==> src/rtl/cheshire_pkg.sv <==
// Shared Cheshire definitions used by the preload arbiter.
// Contents: preload arbiter FSM state type, preload requester index
// constants and the boot-mode value that enables preload grants.
package cheshire_pkg;

  typedef enum logic [1:0] {
    PreloadArbIdle    = 2'd0,
    PreloadArbBurst   = 2'd1,
    PreloadArbAbort   = 2'd2,
    PreloadArbWaitRsp = 2'd3
  } preload_arb_state_e;

  localparam int unsigned PreloadReqJtag  = 0;
  localparam int unsigned PreloadReqSlink = 1;
  localparam int unsigned PreloadReqUart  = 2;

  localparam logic [1:0] BootModeIdle = 2'd0;

endpackage

==> src/rtl/cheshire_preload_rr_pick.sv <==
// Combinational round-robin picker for the preload arbiter.
// Searches i_valid starting at index i_ptr+1 (wrapping modulo NumReq)
// and returns the first set index.
// Ports:
//   i_valid  per-requester valid
//   i_ptr    most recent grantee; it gets the lowest priority
//   i_en     picker enable; o_found stays 0 when low
//   o_idx    chosen index (0 when nothing found)
//   o_found  a valid requester was found
module cheshire_preload_rr_pick #(
  parameter int unsigned NumReq = 3
) (
  input  logic [NumReq-1:0] i_valid,
  input  logic [1:0]        i_ptr,
  input  logic              i_en,
  output logic [1:0]        o_idx,
  output logic              o_found
);

  logic [2:0] w_sum;
  logic       w_hit;

  // i_ptr < NumReq and the offset is <= NumReq, so one conditional
  // subtraction is enough to wrap the candidate index.
  always_comb begin
    o_idx = '0;
    w_hit = 1'b0;
    w_sum = '0;
    for (int unsigned off = 1; off <= NumReq; off++) begin
      w_sum = {1'b0, i_ptr} + 3'(off);
      if (w_sum >= 3'(NumReq)) w_sum = w_sum - 3'(NumReq);
      if (i_en && !w_hit && i_valid[w_sum[1:0]]) begin
        w_hit = 1'b1;
        o_idx = w_sum[1:0];
      end
    end
    o_found = w_hit;
  end

endmodule

==> src/rtl/cheshire_preload_arb.sv <==
// Shares the single preload write port into memory between the JTAG,
// Serial Link and UART preload requesters. Whole bursts are granted
// round-robin; the grant is held until the memory write response.
// Stalled bursts are closed with a zero-strobe abort beat and bursts
// longer than MaxBurst are cut short, so memory never hangs mid-burst.
// Ports:
//   clk_i, rst_i             clock, synchronous active-high reset
//   boot_mode_i              grants only while equal to BootModeIdle
//   req_*_i / req_ready_o    per-requester beat channel (flattened)
//   rsp_valid_o, rsp_err_o   burst response to the owning requester
//   mem_*_o / mem_ready_i    write beat channel towards memory
//   mem_rsp_valid_i/_err_i   burst write response from memory
//   busy_o, gnt_idx_o        not idle / current or last grantee
//   abort_cnt_o              saturating count of aborted bursts
module cheshire_preload_arb
  import cheshire_pkg::*;
#(
  parameter int unsigned NumReq        = 3,
  parameter int unsigned AddrWidth     = 48,
  parameter int unsigned DataWidth     = 64,
  parameter int unsigned MaxBurst      = 16,
  parameter int unsigned TimeoutCycles = 1024
) (
  input  logic                          clk_i,
  input  logic                          rst_i,
  input  logic [1:0]                    boot_mode_i,
  input  logic [NumReq-1:0]             req_valid_i,
  input  logic [NumReq*AddrWidth-1:0]   req_addr_i,
  input  logic [NumReq*DataWidth-1:0]   req_data_i,
  input  logic [NumReq*DataWidth/8-1:0] req_strb_i,
  input  logic [NumReq-1:0]             req_last_i,
  output logic [NumReq-1:0]             req_ready_o,
  output logic [NumReq-1:0]             rsp_valid_o,
  output logic                          rsp_err_o,
  output logic                          mem_valid_o,
  output logic [AddrWidth-1:0]          mem_addr_o,
  output logic [DataWidth-1:0]          mem_data_o,
  output logic [DataWidth/8-1:0]        mem_strb_o,
  output logic                          mem_last_o,
  input  logic                          mem_ready_i,
  input  logic                          mem_rsp_valid_i,
  input  logic                          mem_rsp_err_i,
  output logic                          busy_o,
  output logic [1:0]                    gnt_idx_o,
  output logic [7:0]                    abort_cnt_o
);

  localparam int unsigned StrbWidth = DataWidth / 8;
  localparam int unsigned BeatW     = $clog2(MaxBurst) + 1;
  localparam int unsigned IdleW     = $clog2(TimeoutCycles) + 1;
  localparam logic [BeatW-1:0] BeatLast = BeatW'(MaxBurst - 1);
  localparam logic [IdleW-1:0] IdleLast = IdleW'(TimeoutCycles - 1);

  preload_arb_state_e   r_state;
  logic [1:0]           r_ptr;
  logic [1:0]           r_gnt;
  logic                 r_err;
  logic [BeatW-1:0]     r_beat_cnt;
  logic [IdleW-1:0]     r_idle_cnt;
  logic [AddrWidth-1:0] r_last_addr;
  logic [7:0]           r_abort_cnt;

  logic                 w_pick_en;
  logic                 w_pick_found;
  logic [1:0]           w_pick_idx;
  logic                 w_g_valid;
  logic                 w_g_last;
  logic [AddrWidth-1:0] w_g_addr;
  logic [DataWidth-1:0] w_g_data;
  logic [StrbWidth-1:0] w_g_strb;
  logic [AddrWidth-1:0] w_pick_addr;
  logic                 w_force_last;
  logic                 w_mem_last;
  logic                 w_beat_acc;
  logic                 w_timeout;

  assign w_pick_en = (r_state == PreloadArbIdle) && (boot_mode_i == BootModeIdle);

  cheshire_preload_rr_pick #(
    .NumReq (NumReq)
  ) i_rr_pick (
    .i_valid (req_valid_i),
    .i_ptr   (r_ptr),
    .i_en    (w_pick_en),
    .o_idx   (w_pick_idx),
    .o_found (w_pick_found)
  );

  assign w_g_valid    = req_valid_i[r_gnt];
  assign w_g_last     = req_last_i[r_gnt];
  assign w_g_addr     = req_addr_i[r_gnt*AddrWidth +: AddrWidth];
  assign w_g_data     = req_data_i[r_gnt*DataWidth +: DataWidth];
  assign w_g_strb     = req_strb_i[r_gnt*StrbWidth +: StrbWidth];
  assign w_pick_addr  = req_addr_i[w_pick_idx*AddrWidth +: AddrWidth];
  assign w_force_last = (r_beat_cnt == BeatLast);
  assign w_mem_last   = w_g_last | w_force_last;
  assign w_beat_acc   = (r_state == PreloadArbBurst) & w_g_valid & mem_ready_i;
  // Timeout needs an idle cycle, so it can never coincide with an
  // accepted last beat; the last beat always wins.
  assign w_timeout    = !w_g_valid && (r_idle_cnt == IdleLast);

  always_ff @(posedge clk_i) begin
    if (rst_i) begin
      r_state     <= PreloadArbIdle;
      r_ptr       <= 2'(NumReq - 1);
      r_gnt       <= '0;
      r_err       <= 1'b0;
      r_beat_cnt  <= '0;
      r_idle_cnt  <= '0;
      r_last_addr <= '0;
      r_abort_cnt <= '0;
    end else begin
      case (r_state)
        PreloadArbIdle: begin
          if (w_pick_found) begin
            r_gnt       <= w_pick_idx;
            r_beat_cnt  <= '0;
            r_idle_cnt  <= '0;
            // An abort before any accepted beat targets the burst's first address.
            r_last_addr <= w_pick_addr;
            r_state     <= PreloadArbBurst;
          end
        end
        PreloadArbBurst: begin
          if (w_beat_acc) begin
            r_beat_cnt  <= r_beat_cnt + 1'b1;
            r_last_addr <= w_g_addr;
            if (w_force_last && !w_g_last) r_err <= 1'b1;
          end
          if (w_g_valid)       r_idle_cnt <= '0;
          else if (!w_timeout) r_idle_cnt <= r_idle_cnt + 1'b1;
          if (w_beat_acc && w_mem_last) r_state <= PreloadArbWaitRsp;
          else if (w_timeout)           r_state <= PreloadArbAbort;
        end
        PreloadArbAbort: begin
          if (mem_ready_i) begin
            r_err <= 1'b1;
            if (r_abort_cnt != '1) r_abort_cnt <= r_abort_cnt + 1'b1;
            r_state <= PreloadArbWaitRsp;
          end
        end
        PreloadArbWaitRsp: begin
          if (mem_rsp_valid_i) begin
            r_ptr   <= r_gnt;
            r_err   <= 1'b0;
            r_state <= PreloadArbIdle;
          end
        end
        default: r_state <= PreloadArbIdle;
      endcase
    end
  end

  always_comb begin
    req_ready_o = '0;
    rsp_valid_o = '0;
    rsp_err_o   = 1'b0;
    mem_valid_o = 1'b0;
    mem_addr_o  = '0;
    mem_data_o  = '0;
    mem_strb_o  = '0;
    mem_last_o  = 1'b0;
    case (r_state)
      PreloadArbBurst: begin
        mem_valid_o        = w_g_valid;
        mem_addr_o         = w_g_addr;
        mem_data_o         = w_g_data;
        mem_strb_o         = w_g_strb;
        mem_last_o         = w_mem_last;
        req_ready_o[r_gnt] = mem_ready_i;
      end
      PreloadArbAbort: begin
        mem_valid_o = 1'b1;
        mem_addr_o  = r_last_addr;
        mem_last_o  = 1'b1;
      end
      PreloadArbWaitRsp: begin
        rsp_valid_o[r_gnt] = mem_rsp_valid_i;
        rsp_err_o          = mem_rsp_valid_i & (mem_rsp_err_i | r_err);
      end
      default: ;
    endcase
  end

  assign busy_o      = (r_state != PreloadArbIdle);
  assign gnt_idx_o   = r_gnt;
  assign abort_cnt_o = r_abort_cnt;

endmodule
==> config.mk <==
export PLATFORM = sky130hd
export DESIGN_NAME = cheshire_preload_arb
export DESIGN_NICKNAME = d
export VERILOG_FILES = /design/src/rtl/cheshire_pkg.sv /design/src/rtl/cheshire_preload_rr_pick.sv /design/src/rtl/cheshire_preload_arb.sv
export SDC_FILE = /design/constraint.sdc
export NUM_CORES = 1
export LEC_CHECK = 0
export CAP_MARGIN = 20
export CELL_PAD_IN_SITES_DETAIL_PLACEMENT = 1
export CELL_PAD_IN_SITES_GLOBAL_PLACEMENT = 2
export CORE_AREA = 2 2 199 201
export CTS_BUF_LIST = sky130_fd_sc_hd__clkbuf_8
export DETAILED_ROUTE_END_ITERATION = 7
export DIE_AREA = 0 0 201 203
export DONT_BUFFER_PORTS = 1
export PLACE_DENSITY_LB_ADDON = 0.08
export SETUP_SLACK_MARGIN = 0.4
export SLEW_MARGIN = 40
export SYNTH_ARGS = -nofsm -noshare
export SYNTH_HDL_FRONTEND = slang
export SYNTH_SLANG_ARGS = --single-unit
==> constraint.sdc <==
create_clock -name clk_i -period 7.8 [get_ports clk_i]
set_clock_uncertainty 0.1 [all_clocks]
set_input_delay 1.56 -clock clk_i [delete_from_list [all_inputs] [get_ports clk_i]]
set_output_delay 1.56 -clock clk_i [all_outputs]
set_load 0.05 [all_outputs]
==> summary.md <==
The run finished with clean final reports. The final clock period utilization by the worst path was 62.2%; the post-synth net total was 1541. The area share of the leading cell type in the synthesized netlist came out at 18.5%. Sequential cells were found to cover 18.5% of the synthesized design area.

The met3 usage was 5.54%; the pre-CTS setup slack was 3.35 ns. The sequential share of power is 21.7%, and the switching power is 1380 uW. For the worst flop-to-flop path, the logic depth is 8. For the flop-to-flop setup slack, the log shows 4.05 ns. Leading cell type in the layout, fill and taps excluded: mux2i_1. The leading register cell type out of synthesis is dfxtp_1. After clock tree synthesis, the flow added hold-fix buffers numbering 0. Synthesized area divided by synthesized cell count: 7.40 um2.

The tightest min-delay check is of the reg2reg type. Measured against its own limit, the worst slew margin works out to 44.6%. The run gives 206 MHz as the highest achievable clock rate. Summed over all layers, the routed wires come to 41900 um. Counting flops and latches in the post-synthesis netlist gives 79. For this run, the total global-route usage over all layers was measured as 19.6%. The post-CTS setup buffer count was 0; the floorplan die height was 203 um. The number of vias per cell after detailed routing was 5.27.

In this run, synthesis inferred 0 flip-flops with an integrated enable. The data arrival time of the worst path is 3.19 ns. After synthesis, the share of flip-flops with an asynchronous set or reset is 0%. The number of pins with negative max-slew slack in the final report is 0. The routed design could run at a clock period as short as 4.85 ns.

Ranked by total cell area, the synthesized netlist is headed by dfxtp_1, mux2i_1, o21ai_0, and2_1, mux2_2. The first TritonRoute pass finished after 4 iterations. Clock-pin slew was measured on the worst setup and hold paths at 0.10 ns. The first global-routing pass estimated 60800 um of wire. Global routing used 24.1% of the available met1 tracks. The total standard cell area after synthesis is 8550 um2. The layer flagged by global routing as most heavily used is met2. The biggest area contributor in the post-synthesis netlist is dfxtp_1.

Yosys printed 0 warnings. The final layout contains 1467 nets. The tools report the number of endpoints with negative hold slack in the final report as 0. The pin count of the biggest net entering global routing is 72, and the detailed-route wire length per cell is 26.0 um. In the layout the commonest cells are mux2i_1, o21ai_0, nand2_1. The area of the die is 40800 um2, and the synthesized netlist cell count is 1155. The floorplan step set the die width to 201 um. Setup violations remaining at the end of the flow were counted as 0. Across the VDD grid, the largest voltage drop is 0.114 mV.

Clock tree synthesis found a total of 79 sinks. The count of H-tree levels built during CTS is 3, and the number of different library cells in the post-synthesis netlist is 57. Per report_power, the combinational group accounts for 62.8% of the total.

With fillers left out, the area of the finished cells amounts to 9320 um2. The final route contains 8461 vias. The worst path meets setup with 2.95 ns of slack. The nature of the critical path endpoint is a primary output. At the pin with the least slew margin, the transition time is 0.821 ns.

The run gives 9 as the number of clock buffers inserted by TritonCTS. The number of gates resized after CTS was 0. In this run the static leakage power is 0.00283 uW.

The area growth from synthesis to layout is 9.06%. The tools report the top-level I/O count as 513. Summing all placed instances gives a cell area of 9020 um2.

The count of buffers added on input and output ports is 0. In the global route stage, met2 resource usage came out at 33.8%. For the number of max-cap violations, the log shows 0. After legalization and detailed placement, the total HPWL measured 30100 um. Of the total power, the clock network draws 15.5%. The final total negative setup slack is 0 ns. STA classifies the critical path startpoint as a flop. The run gives 1080 uW as the design internal power. TritonCTS built the clock tree.

Along the worst path, the maximum fanout reaches 45. The residual antenna-violating net count after detailed routing came out at 0. Setup repair after global routing left no endpoint under its margin. Clock tree synthesis selected as its root buffer the cell clkbuf_8. By startpoint and endpoint, the worst setup path is classified as reg2out. Of the cells placed in the final design, the portion with a size suffix greater than 1 is 12.2%. For the via count of the first global-routing pass, the log shows 8852. The tools report the number of DRC markers after the initial detailed-route iteration as 392.

In this run the standard cell core region covers 38500 um2. The post-detailed-route DRC marker count was 0; the starting utilization of the core area was 22.2%. Of the total power, the share spent switching nets is 56.1%. For the worst-skew pair, the clock arrives at the later sink with an insertion delay of 0.38 ns.

For the routability congestion estimate from global placement, the log shows 0.876. The floorplan row count is 72. Total global routing overflow: 0. At the worst endpoint, the required time is 6.14 ns.

The maximum buffer depth of the clock tree was 2; the initial antenna violation count was 6. Overall power consumption after layout is estimated at 2450 uW. Along the worst hold path, the cell count comes to 2.

The cell area power density works out to 263 nW/um2.
[power by group through the flow]
stage                     sequential [uW]  clock (uW)  combinational, uW
after floorplan                       519           0               1230
after global placement                541           0               1530
after detailed placement              540           0               1550
after CTS                             532         405               1550
after global routing                  540         420               1660
final                                 531         381               1540
[registers in the layout, summed over array words and instances, names as in the netlist]
name / count
abort_cnt_o: 8
r_beat_cnt: 5
r_idle_cnt: 11
r_ptr: 2
r_state: 2
gnt_idx_o: 2
r_last_addr: 48
r_err: 1
[cells by family after synthesis]
group	Yosys count	share of synthesized area [%]
AO/OA/AOI/OAI	371	26.2
XOR/XNOR	15	1.54
adder cells (fa/ha/maj)	13	1.90
buffers and inverters	118	6.00
flip-flops	79	18.5
multiplexers	197	23.8
AND/OR/NAND/NOR	362	22.1
[path summary, 6_finish.rpt]
check                     start        endpoint
setup reg to reg     r_state[1]  r_last_addr[0]
hold / removal    r_beat_cnt[4]   r_beat_cnt[4]
hold reg to reg   r_beat_cnt[4]   r_beat_cnt[4]
setup / recovery   gnt_idx_o[1]  mem_data_o[19]
[synthesized netlist by cell type (all sizes together) (6+ instances only)]
cell,instances
o21ai,156
mux2i,149
nand2,115
and2,96
a21oi,88
dfxtp,79
clkbuf,60
nor2b,55
a22oi,54
mux2,48
nor2,47
buf,46
o21a,24
a32oi,21
ha,13
xor2,12
inv,11
and3,10
o211ai,6
[through the flow]
step | hold WS [ns] | std cells | utilization [%]
global placement | 0.339 | 1586 | 23.3
finish | 0.356 | 1607 | 24.2
global route | 0.404 | 1607 | 24.2
floorplan | 0.332 | 1155 | -
detailed placement | 0.347 | 1586 | 23.5
CTS | 0.360 | 1602 | 24.1
[cell type report]
class	count	area, um2
diodes	3	7.51
clock buffers	11	151
clock inverters	5	80.1
fillers	4672	29100
inverters	12	45.0
multi-input cells	958	6610
flip-flops and latches	79	1590
well taps	518	648
repair buffers	21	190
[metal layers]
metal / up-vias / part of all wire [%]
met1: 4158 / 42
met2: 275 / 49
met4: 2 / 1.7
met3: 23 / 6.9
met5: - / 0.031
li1: 4003 / -
[critical path, cell delays in order, from the launching register on]
cell and delay (ns):
dfxtp_4 0.68, nor2b_4 0.25, buf_4 0.45, buf_4 0.45, nand2_1 0.09, o21ai_0 0.29, and2_1 0.56
Power figures use the tool's default switching activity.
